[config.mk]
export PLATFORM = sky130hd
export DESIGN_NAME = dense_layer_seq_flat
export DESIGN_NICKNAME = d
export VERILOG_FILES = /design/src/rtl/dense_layer_seq_pkg.sv /design/src/rtl/dense_layer_seq_if.sv /design/src/rtl/dense_layer_seq_mac_unit.sv /design/src/rtl/dense_layer_seq.sv /design/src/flat_wrapper.sv
export SDC_FILE = /design/constraint.sdc
export NUM_CORES = 1
export LEC_CHECK = 0
export CAP_MARGIN = 20
export CORE_AREA = 2 2 380 382
export CTS_CLUSTER_DIAMETER = 200
export DETAILED_ROUTE_END_ITERATION = 8
export DIE_AREA = 0 0 382 384
export GPL_TIMING_DRIVEN = 0
export PLACE_DENSITY_LB_ADDON = 0.25
export SYNTH_ARGS = -nofsm -noshare
export SYNTH_HDL_FRONTEND = slang
export SYNTH_SLANG_ARGS = --single-unit
[constraint.sdc]
create_clock -name clk -period 9.05 [get_ports clk]
set_clock_uncertainty 0.15 [all_clocks]
set_input_delay 2.2625 -clock clk [delete_from_list [all_inputs] [get_ports clk]]
set_output_delay 2.2625 -clock clk [all_outputs]
set_load 0.005 [all_outputs]
[src/rtl/dense_layer_seq_pkg.sv]
// Shared FSM state type and width helpers for the time-multiplexed dense layer.
// Imported by dense_layer_seq and its MAC unit.
package dense_pkg;

    typedef enum logic [2:0] {
        IDLE,
        MAC,
        BIAS,
        ACT,
        DONE
    } state_e;

    function automatic int clog2(input int value);
        int result;
        int remaining;
        result    = 0;
        remaining = value - 1;
        while (remaining > 0) begin
            result    = result + 1;
            remaining = remaining >> 1;
        end
        return result;
    endfunction

    // Accumulator holds N_IN full products plus the bias without overflow.
    function automatic int acc_width(input int in_w, input int weight_w, input int n_in);
        return in_w + weight_w + clog2(n_in) + 1;
    endfunction

    function automatic int idx_width(input int count);
        return (count > 1) ? clog2(count) : 1;
    endfunction

endpackage

[src/rtl/dense_layer_seq_if.sv]
// Load/done handshake and vector buses between a dense layer and whatever feeds it.
// The master drives load and x_in; the layer (slave) drives busy, done and y_out.
interface dense_layer_seq_if #(
    parameter int N_IN  = 20,
    parameter int N_OUT = 10,
    parameter int IN_W  = 32,
    parameter int OUT_W = 32
);
    logic                   load;
    logic [N_IN*IN_W-1:0]   x_in;
    logic                   busy;
    logic                   done;
    logic [N_OUT*OUT_W-1:0] y_out;

    modport master (
        output load,
        output x_in,
        input  busy,
        input  done,
        input  y_out
    );

    modport slave (
        input  load,
        input  x_in,
        output busy,
        output done,
        output y_out
    );
endinterface

[src/rtl/dense_layer_seq_mac_unit.sv]
// Signed multiply-accumulate with synchronous clear and bias-add controls.
// Clear has priority over MAC, MAC over bias add.
module dense_mac_unit #(
    parameter int IN_W     = 32,
    parameter int WEIGHT_W = 8,
    parameter int BIAS_W   = 8,
    parameter int ACC_W    = 46
) (
    input  logic                    clk_i,
    input  logic                    rst_ni,
    input  logic                    clear_i,
    input  logic                    mac_en_i,
    input  logic                    bias_en_i,
    input  logic [IN_W-1:0]         x_i,
    input  logic [WEIGHT_W-1:0]     w_i,
    input  logic [BIAS_W-1:0]       b_i,
    output logic signed [ACC_W-1:0] acc_o
);
    logic signed [ACC_W-1:0] acc_q;
    logic signed [ACC_W-1:0] acc_d;
    logic signed [ACC_W-1:0] xExt;
    logic signed [ACC_W-1:0] wExt;
    logic signed [ACC_W-1:0] bExt;

    assign xExt = ACC_W'($signed(x_i));
    assign wExt = ACC_W'($signed(w_i));
    assign bExt = ACC_W'($signed(b_i));

    always_comb begin
        acc_d = acc_q;
        if (clear_i) begin
            acc_d = '0;
        end else if (mac_en_i) begin
            acc_d = acc_q + xExt * wExt;
        end else if (bias_en_i) begin
            acc_d = acc_q + bExt;
        end
    end

    always_ff @(posedge clk_i or negedge rst_ni) begin
        if (!rst_ni) begin
            acc_q <= '0;
        end else begin
            acc_q <= acc_d;
        end
    end

    assign acc_o = acc_q;
endmodule

[src/rtl/dense_layer_seq.sv]
// Fully-connected layer y = leaky_relu(W*x + b) computed by one time-multiplexed MAC.
// Define DENSE_SAT_EN to clamp outputs to the OUT_W range instead of wrapping.
module dense_layer_seq
    import dense_pkg::*;
#(
    parameter int N_IN        = 20,
    parameter int N_OUT       = 10,
    parameter int IN_W        = 32,
    parameter int WEIGHT_W    = 8,
    parameter int BIAS_W      = 8,
    parameter int OUT_W       = 32,
    parameter int LEAKY_SHIFT = 3,
    // ROM images: weight word j*N_IN+i and bias word j sit at that index times the word width.
    parameter logic [N_OUT*N_IN*WEIGHT_W-1:0] WEIGHT_INIT = '0,
    parameter logic [N_OUT*BIAS_W-1:0]        BIAS_INIT   = '0
) (
    input logic         clk,
    input logic         reset,
    dense_layer_seq_if.slave layer
);
    localparam int ACC_W = acc_width(IN_W, WEIGHT_W, N_IN);
    localparam int IW    = idx_width(N_IN);
    localparam int JW    = idx_width(N_OUT);
    localparam int NW    = (ACC_W > OUT_W) ? ACC_W : OUT_W;
    localparam logic [IW-1:0] LAST_I = IW'(N_IN - 1);
    localparam logic [JW-1:0] LAST_J = JW'(N_OUT - 1);

    state_e                 state_q;
    state_e                 state_d;
    logic [IW-1:0]          i_q;
    logic [IW-1:0]          i_d;
    logic [JW-1:0]          j_q;
    logic [JW-1:0]          j_d;
    logic [N_IN*IN_W-1:0]   x_q;
    logic [N_OUT*OUT_W-1:0] buf_q;
    logic [N_OUT*OUT_W-1:0] buf_d;
    logic [N_OUT*OUT_W-1:0] y_q;

    logic                    busy;
    logic                    done;
    logic                    macClear;
    logic                    macEn;
    logic                    biasEn;
    int                      wIdx;
    logic [IN_W-1:0]         xSel;
    logic [WEIGHT_W-1:0]     wSel;
    logic [BIAS_W-1:0]       bSel;
    logic signed [ACC_W-1:0] acc;
    logic signed [ACC_W-1:0] actVal;
    logic signed [NW-1:0]    actWide;
    logic [OUT_W-1:0]        narrowed;

    assign wIdx = int'(j_q) * N_IN + int'(i_q);
    assign xSel = x_q[int'(i_q)*IN_W +: IN_W];
    assign wSel = WEIGHT_INIT[wIdx*WEIGHT_W +: WEIGHT_W];
    assign bSel = BIAS_INIT[int'(j_q)*BIAS_W +: BIAS_W];

    dense_mac_unit #(
        .IN_W     (IN_W),
        .WEIGHT_W (WEIGHT_W),
        .BIAS_W   (BIAS_W),
        .ACC_W    (ACC_W)
    ) u_mac (
        .clk_i     (clk),
        .rst_ni    (reset),
        .clear_i   (macClear),
        .mac_en_i  (macEn),
        .bias_en_i (biasEn),
        .x_i       (xSel),
        .w_i       (wSel),
        .b_i       (bSel),
        .acc_o     (acc)
    );

    assign actVal  = (acc >= 0) ? acc : (acc >>> LEAKY_SHIFT);
    assign actWide = NW'(actVal);

`ifdef DENSE_SAT_EN
    localparam logic signed [NW-1:0] SAT_MAX = {{(NW-OUT_W+1){1'b0}}, {(OUT_W-1){1'b1}}};
    localparam logic signed [NW-1:0] SAT_MIN = {{(NW-OUT_W+1){1'b1}}, {(OUT_W-1){1'b0}}};

    always_comb begin
        narrowed = OUT_W'(actWide);
        if (actWide > SAT_MAX) begin
            narrowed = SAT_MAX[OUT_W-1:0];
        end else if (actWide < SAT_MIN) begin
            narrowed = SAT_MIN[OUT_W-1:0];
        end
    end
`else
    assign narrowed = OUT_W'(actWide);
`endif

    always_ff @(posedge clk or negedge reset) begin
        if (!reset) begin
            state_q <= IDLE;
            i_q     <= '0;
            j_q     <= '0;
        end else begin
            state_q <= state_d;
            i_q     <= i_d;
            j_q     <= j_d;
        end
    end

    always_comb begin
        state_d = state_q;
        i_d     = i_q;
        j_d     = j_q;
        case (state_q)
            IDLE: begin
                if (layer.load) begin
                    state_d = MAC;
                    i_d     = '0;
                    j_d     = '0;
                end
            end
            MAC: begin
                if (i_q == LAST_I) begin
                    state_d = BIAS;
                    i_d     = '0;
                end else begin
                    i_d = i_q + 1'b1;
                end
            end
            BIAS: state_d = ACT;
            ACT: begin
                if (j_q == LAST_J) begin
                    state_d = DONE;
                    j_d     = '0;
                end else begin
                    state_d = MAC;
                    j_d     = j_q + 1'b1;
                end
            end
            DONE:    state_d = IDLE;
            default: state_d = IDLE;
        endcase
    end

    // The accumulator stays cleared outside MAC/BIAS, so leaving ACT starts the next neuron at zero.
    always_comb begin
        busy     = (state_q != IDLE);
        done     = (state_q == DONE);
        macEn    = (state_q == MAC);
        biasEn   = (state_q == BIAS);
        macClear = !(macEn || biasEn);
    end

    always_comb begin
        buf_d = buf_q;
        if (state_q == ACT) begin
            buf_d[int'(j_q)*OUT_W +: OUT_W] = narrowed;
        end
    end

    // y_out is loaded from the finished buffer on the edge into DONE and held otherwise.
    always_ff @(posedge clk or negedge reset) begin
        if (!reset) begin
            x_q   <= '0;
            buf_q <= '0;
            y_q   <= '0;
        end else begin
            if (state_q == IDLE && layer.load) begin
                x_q <= layer.x_in;
            end
            buf_q <= buf_d;
            if (state_q == ACT && j_q == LAST_J) begin
                y_q <= buf_d;
            end
        end
    end

    assign layer.busy  = busy;
    assign layer.done  = done;
    assign layer.y_out = y_q;
endmodule

[src/flat_wrapper.sv]
// flat-port wrapper written by rule: the top's interface ports become plain ports
module dense_layer_seq_flat import dense_pkg::*;
#(
    parameter int N_IN        = 20,
    parameter int N_OUT       = 10,
    parameter int IN_W        = 32,
    parameter int WEIGHT_W    = 8,
    parameter int BIAS_W      = 8,
    parameter int OUT_W       = 32,
    parameter int LEAKY_SHIFT = 3,
                                                                                               
    parameter logic [N_OUT*N_IN*WEIGHT_W-1:0] WEIGHT_INIT = '0,
    parameter logic [N_OUT*BIAS_W-1:0]        BIAS_INIT   = '0
)
  (clk, reset, layer_load, layer_x_in, layer_busy, layer_done, layer_y_out);
  dense_layer_seq_if #(.N_IN(N_IN), .N_OUT(N_OUT), .IN_W(IN_W), .OUT_W(OUT_W)) layer_i ();
  input logic clk;
  input logic reset;
  input wire logic [$bits(layer_i.load)-1:0] layer_load;
  input wire logic [$bits(layer_i.x_in)-1:0] layer_x_in;
  output wire logic [$bits(layer_i.busy)-1:0] layer_busy;
  output wire logic [$bits(layer_i.done)-1:0] layer_done;
  output wire logic [$bits(layer_i.y_out)-1:0] layer_y_out;
  assign layer_i.load = layer_load;
  assign layer_i.x_in = layer_x_in;
  assign layer_busy = layer_i.busy;
  assign layer_done = layer_i.done;
  assign layer_y_out = layer_i.y_out;
  dense_layer_seq #(.N_IN(N_IN), .N_OUT(N_OUT), .IN_W(IN_W), .WEIGHT_W(WEIGHT_W), .BIAS_W(BIAS_W), .OUT_W(OUT_W), .LEAKY_SHIFT(LEAKY_SHIFT), .WEIGHT_INIT(WEIGHT_INIT), .BIAS_INIT(BIAS_INIT)) u_core (.clk(clk), .reset(reset), .layer(layer_i));
endmodule
# Yosys cells after proc, flatten, opt, wreduce, memory -nomap -nowiden
# Cells that the tools add are included.
[word_totals]
regBits = 1338
latchBits = 0
mem_bits_rw = 0
mem_bits_ro = 0
input_bits = 643
out_inout_bits = 322
elab_cells = 56
n_memories = 0
[op_classes]
n_addsub = 6
mul = 2
n_div = 0
n_lt_le_gt_ge = 1
eq_ne = 9
shifts = 5
mux = 16
bitwise_logic = 0
reduce_logical = 10
[op_table]
columns = ["op", "count"]
rows = [
  ["indexed part select 1600 x 32 -> 8 bit, first input constant", 1],
  ["indexed part select 640 x 11 -> 32 bit", 1],
  ["bitwise mux 320 bit", 1],
  ["2-to-1 mux 320 bit", 1],
  ["variable shift 32 x 33 -> 320 bit, first input constant", 1],
  ["indexed part select 32 x 33 -> 320 bit", 1],
  ["2-to-1 mux 46 bit", 3],
  ["indexed part select 80 x 8 -> 8 bit, first input constant", 1],
  ["adder 46 x 40 -> 46 bit", 1],
  ["adder 46 x 8 -> 46 bit", 1],
  ["greater-or-equal comparator 46 x 1 -> 1 bit, second input constant", 1],
  ["multiplier 32 x 8 -> 40 bit", 1],
  ["negation 9 -> 33 bit", 1],
  ["2-to-1 mux 32 bit", 1],
  ["adder 29 x 6 -> 29 bit", 1],
  ["one-hot mux 3 bit (4 select lines)", 1],
  ["2-to-1 mux 5 bit", 2],
  ["one-hot mux 5 bit (2 select lines)", 1],
  ["2-to-1 mux 3 bit", 3],
  ["2-to-1 mux 4 bit", 2],
  ["one-hot mux 4 bit (2 select lines)", 1],
  ["multiplier 4 x 3 -> 7 bit, second input constant", 1],
  ["== test 3 x 2 -> 1 bit, second input constant", 2],
  ["AND reduction 2 bit", 3],
  ["13 further kinds", 16],
]

# Longest topological paths before layout
[depth]
depth_word = 7
mapped_depth = 12
ltp_nobuf = 7

# Hierarchy
# A second synthesis with hierarchy kept.
[unflattened]
hier_cells = 7105
area_unflattened_um2 = 70411.3
[modules_own_cells]
columns = ["module", "instances", "cells_each", "area_each_um2", "seq_area_each_um2"]
rows = [
  ["dense_layer_seq", 1, 5433, 55408.1, 32331.0],
  ["dense_mac_unit", 1, 1672, 15003.1, 1151.1],
]

# Worst setup path before layout
# No wires, ideal clock.
[synth_timing]
path_type = "in2reg"
start = "in layer_load"
end = "reg u_core.j_q[2]"
setup_ns = 0.118
t_arrival_ns = 3.198
required_ns = 8.782
slack_ns = 5.584
stages = 4
n_path_buf = 0
path_cell_list = "or3b_2 -> a21o_1 -> o21bai_1 -> a21o_1"
[synth_via]
elab_chain_cells = 2
[synth_lines]
columns = ["item", "line_no", "rtl"]
rows = [
  ["start, declared", "flat_wrapper.sv:19", "input wire logic [$bits(layer_i.load)-1:0] layer_load;"],
  ["inequality test 2 bit (no line)", "--", ""],
  ["AND reduction 2 bit (no line)", "--", ""],
  ["end signal, assigned", "dense_layer_seq.sv:102", "j_q <= j_d;"],
  ["end, declared", "dense_layer_seq.sv:32", "logic [JW-1:0] j_q;"],
]
# Every way passes these cells.
# A chain may end at the register's enable or synchronous reset.

# Worst setup path after layout
[layout_timing]
start = "reg u_core.j_q[0]"
end = "reg u_core.y_q[255], in the netlist u_core.layer.y_out[255]"
[layout_via]
elab_chain_cells = 4
word_cells_on_any_way = 7
cone_classes = "add/sub (1); eq/ne (1); shift (2); mux (2); reduce/logical (1)"
[layout_lines]
columns = ["item", "line_no", "rtl"]
rows = [
  ["negation 9 -> 33 bit", "dense_layer_seq.sv:153", "buf_d[int'(j_q)*OUT_W +: OUT_W] = narrowed;"],
  ["indexed part select 32 x 33 -> 320 bit or variable shift 32 x 33 -> 320 bit (tied branches)", "dense_layer_seq.sv:153", ""],
  ["bitwise mux 320 bit", "dense_layer_seq.sv:153", ""],
  ["2-to-1 mux 320 bit", "dense_layer_seq.sv:152", "if (state_q == ACT) begin"],
  ["end signal, assigned", "dense_layer_seq.sv:169", "y_q <= buf_d;"],
  ["end, declared", "dense_layer_seq.sv:37", "logic [N_OUT*OUT_W-1:0] y_q;"],
]
# Parallel ways exist; a longest one is shown, timed or not.

==> impl_metrics.ini <==
[cells_and_area]
final_cell_area_um2 = 36300
num_antenna_cells = 0
instances_no_fill = 5019
layout.nets = 3700
area_growth_pct = 30.2
layout_common_cells = 688 x dfrtp_1, 391 x nand2_1, 323 x clkdlybuf4s50_1
drive_above_1_share_pct = 11.0
layout_commonest_cell = dfrtp_1

[clocking]
hold_buffers = 0
postCtsSetupRepairBufs = 0
clockRootBuffer = clkbuf_16
htree_levels = 3
clk_pin_slew_ns = 0.06
clk_latency_ns = 0.70
numCtsBuffers = 80
cts_tree = done
cts_resized = 0
cts_buffer_depth = 3
cts.sinks = 688

[power_and_ir_drop]
leakagePower_nw = 17.3
power-per-cell-area_nw_per_um2 = 177
ir_drop_mv = 0.125
finalPower_mw = 6.41

[floorplan]
die_height_um = 384
chipWidth_um = 382
design.die.area_um2 = 147000
rows = 139
coreArea_um2 = 143000
ioPinCount = 965
initial_core_util_pct = 19.5

[timing]
tightestPinTransition_ns = 1.06
tns_ns = 0
period_needed_ns = 5.07
min_period_over_period_pct = 56.0
setup_violations = 0
hold_violations = 0
slew_viol_final = 0
slew_headroom_pct = 28.6
fmax_mhz = 197
grt_setup_unrepaired = false

[setup_path]
required_ns = 9.50
setup.worst_path.start = u_core.j_q[0]
worstSetupEndpointType = flip-flop
arrival_ns = 5.52
reg2reg_to = u_core.layer.y_out[255]
r2r_slack_ns = 3.98
crit_path_end = u_core.layer.y_out[255]
r2r_cells = 12
cp_max_fo = 10
r2r_start = u_core.j_q[0]
worstSetupPathType = flip-flop to flip-flop
cp-start-kind = flip-flop

[yosys]
ys_async_sr_fraction_pct = 100
yosysWarnings = 0
ys_types = 48
synth_edf_count = 0
syn_area_per_cell_um2 = 10.6
synth_ff_type = dfrtp_1
syn_nets = 3287
ys_seq_area_share_pct = 61.7
netlist_area_um2 = 27900
ys_ff_latch = 688
postSynthCellCount = 2639

[global_route]
grt_pass1_vias = 22425
grt_pass1_wl_mm = 170
grt_usage_pct = 16.1
grtUsageMet1_pct = 20.3
antenna_found_initial = 6
grtUsageMet2_pct = 24.3
grt_use_met3_pct = 7.22
grt_max_degree = 113
busiest_layer = met2
gr-total-overflow = 0

[job]
cap_violations = 0

[detailed_routing]
vias_per_cell = 4.39
wire_per_inst_um = 23.8
via_count = 22044
drc = 0
first_pass_iters = 5
wirelength_mm = 119
antenna_left = 0
drt_first_iter_violations = 1580

[placed_design]
dp.final_hpwl_mm = 91.0
io_buffer_count = 324
placed_cells = 4873
placed_cell_area_um2 = 33700
gp_congestion = 0.806

[outcome]
status = completed

[min_path]
hold_class = flip-flop to flip-flop
## metal layers
layer	wire, um	share of wire, %
met1	50200	42
met2	52600	44
met3	12400	10
met4	4110	3.4
met5	0	0
## cells in the mapped netlist, drive strengths merged, types with 42 or more instances
master    n  area [um^2]
inv      72          270
o21ai   179          896
a21oi    68          340
nor2    249          935
nand3    67          335
dfrtp   688        17200
o211ai   50          403
clkbuf  118          443
buf      90          468
or2      48          300
mux2     89         1000
nor4     62          388
nand2   391         1470
mux2i    97          971
nand4    42          263
a31oi   150          938
o31ai    65          488
## where the power goes
part | internal (mW) | switching (mW) | total, mW
Clock | 1.87 | 1.40 | 3.27
Sequential | 3.08 | 0 | 3.08
Combinational | 0.00837 | 0.0624 | 0.0707
Total | 4.96 | 1.46 | 6.41
## sequential cells by signal, indices dropped and copies added (netlist names)
register and flops:
u_core.buf_q 320, u_core.layer.y_out 320, u_core.u_mac.acc_o 36, u_core.i_q 5, u_core.j_q 4, u_core.state_q 3
## metrics by stage
stage          setup WS, ns  utilization (%)  hold slack [ns]
2_1_floorplan          5.58                -            0.282
3_3_place_gp         -27.89             23.5            0.294
3_5_place_dp           3.41             23.6            0.301
4_1_cts                3.88             25.4            0.316
5_1_grt                3.71             25.4            0.336
6_report               3.98             25.4            0.313
## final cells by class
cell class,instances,area (um^2)
well taps,1903,2380
clock buffers,123,2280
multi-input cells,1671,9500
plain buffers,208,911
flip-flops and latches,688,17200
inverters,72,270
clock inverters,23,328
fillers,15278,106000
repair buffers,331,3430
## logic make-up after synthesis
family                     Yosys count  share of synthesized area [%]
muxes                              186                           7.07
xor gates and xnor gates             4                          0.153
adders and majority gates            5                          0.224
DFF                                688                           61.7
buffers and inverters              280                           4.23
and+or+nand+nor                    956                           15.4
AOI/OAI and AO/OA                  520                           11.2
## how the worst min path moves through the flow
| stage | startpoint | to | slack, ns | cells after the start |
|---|---|---|---|---|
| after floorplan | u_core.buf_q[26] | u_core.buf_q[26] | 0.28 | 2 |
| after global placement | u_core.buf_q[307] | u_core.buf_q[307] | 0.29 | 2 |
| after detailed placement | u_core.buf_q[308] | u_core.buf_q[308] | 0.30 | 2 |
| after CTS | u_core.buf_q[308] | u_core.buf_q[308] | 0.32 | 2 |
| after global routing | u_core.buf_q[311] | u_core.buf_q[311] | 0.34 | 2 |
| final | u_core.buf_q[298] | u_core.buf_q[298] | 0.31 | 2 |
## worst max-delay path, stage by stage (launching register included)
cell and delay (ns):
dfrtp_1 0.40, buf_2 0.22, inv_2 0.17, clkbuf_1 0.45, clkbuf_1 0.46, ha_1 0.46, inv_1 0.12, buf_2 0.40
buf_2 0.31, clkbuf_1 0.61, clkbuf_1 0.71, nand3_1 0.29, a31oi_1 0.21
No activity file was read; power rests on OpenSTA's default activity.
==> edit (same settings) <==
Add a define of `DENSE_SAT_EN`.
--- a/src/rtl/dense_layer_seq.sv
+++ b/src/rtl/dense_layer_seq.sv
@@ -2,2 +2,4 @@
 // Define DENSE_SAT_EN to clamp outputs to the OUT_W range instead of wrapping.
+`define DENSE_SAT_EN
+
 module dense_layer_seq
Check against the original RTL: not settled (the Yosys comparison gave no result); the edit may change what the design does.
==> edit against the unedited design <==
- wire length rose by 16%
- synthesized area is 1.6% higher
- sequential cell count up 10
- clock power up 5%
- final area is 2.3% higher
- worst setup slack improved by 0.17 ns
- cell count increased by 1.5%
- total power increased by 3.1%
- via count rose by 7.2%
- critical path type is now reg2out
- critical endpoint is now layer_done
==> edit: results (changes against the unedited design) <==
Yosys cell types 55 (+15%); nets@finish 3766 (+1.8%); GPL Wtd Cong 0.865 (+7.4%); dpl cells 4937 (+1.3%); top cells by area, synth dfrtp_1 (62%), nand2_1 (7.3%), o211ai_1 (4.9%); post-route insts no fill 5094 (+1.5%); WL final 138000 um (+16%); largest buffer count on any clock path 3 (unchanged); Max rail drop VDD 0.143 mV (+15%); Critical Path AT 2.48 ns (-3.04 ns); DP HPWL 99600 um (+9.5%); fill count 15233 (-0.29%); Commonest cells post-synth dfrtp_1 (698), nand2_1 (549), o21ai_0 (201); placed cell area 0.0344 mm^2 (+2.0%); first-pass GRT wire length 192000 um (+13%); number of global-route vias before repair 23538 (+5.0%); Gate Count Post-Synth 2693 (+2.0%); leak pwr 15.1 nW (-13%); async set or reset register ratio after synthesis 100% (unchanged); Syn Nets 3341 (+1.6%); overall routing resource usage 18.5% (+2.4 points); initial antenna violation count 16 (+10); TritonCTS Buffers 81 (+1.3%); clock latency on the worst-skew pair 0.68 ns (-0.02 ns); Pwr Density 178 mW/mm^2 (+0.81%); outcome finished, final reports clean; Worst-Margin Slew 1.37 ns (+0.311 ns); register area share after synthesis 61.6% (-0.11 points); share of post-route cells with drive strength above 1 8.77% (-2.3 points); drt initial violations 2325 (+47%); Placement Setup Slack 4.52 ns (+1.10 ns); via/cell ratio 4.64 (+5.6%)
edit: critical path: stages (launching register included):
cell             delay, ns
dfrtp_1               0.43
clkbuf_1              0.35
nor3b_1               0.44
clkdlybuf4s50_1       0.59
edit: path summary, 6_finish.rpt:
kind,startpoint,end,slack (ns),cells past startpoint
max in group asynchronous,reset,u_core.layer.y_out[230],5.41,4
setup / recovery,u_core.state_q[2],layer_done,4.15,3
hold / removal,u_core.buf_q[22],u_core.layer.y_out[22],0.30,2
hold reg to reg,u_core.buf_q[22],u_core.layer.y_out[22],0.30,2
setup reg to reg,u_core.j_q[0],u_core.layer.y_out[53],4.79,10
min in group asynchronous,reset,u_core.layer.y_out[315],1.40,1
edit: layout make-up:
class | count | share of cell area (%)
Clock inverter | 31 | 0.983
Tap cell | 1903 | 6.41
Buffer | 237 | 2.71
Inverter | 130 | 1.31
Sequential cell | 698 | 47.0
Clock buffer | 115 | 6.39
Antenna cell | 10 | 0.0674
Multi-Input combinational cell | 1628 | 25.3
Timing Repair Buffer | 342 | 9.82
edit: cells by family after synthesis:
group / Yosys count / share of synthesized area (%)
compound gates: 720 / 18.9
fa+ha+maj: 5 / 0.221
buf+inv: 367 / 5.28
mux: 10 / 0.397
xor+xnor: 4 / 0.124
flops: 698 / 61.6
simple gates: 889 / 13.5
edit: power by group:
| part | switching (mW) | leakage (nW) | internal [mW] |
|---|---|---|---|
| Sequential | 0 | 9.72 | 3.12 |
| Clock | 1.46 | 1.35 | 1.96 |
| Combinational | 0.0645 | 4.04 | 0.00966 |
edit: metal layers:
layer / track usage [%] / wire [um] / vias to the layer above
met4: 5.33 / 3850 / 4
met2: 27.7 / 60200 / 911
met5: 0 / 28 / -
met1: 26.4 / 63100 / 12279
met3: 4.30 / 10900 / 160
li1: - / - / 10269
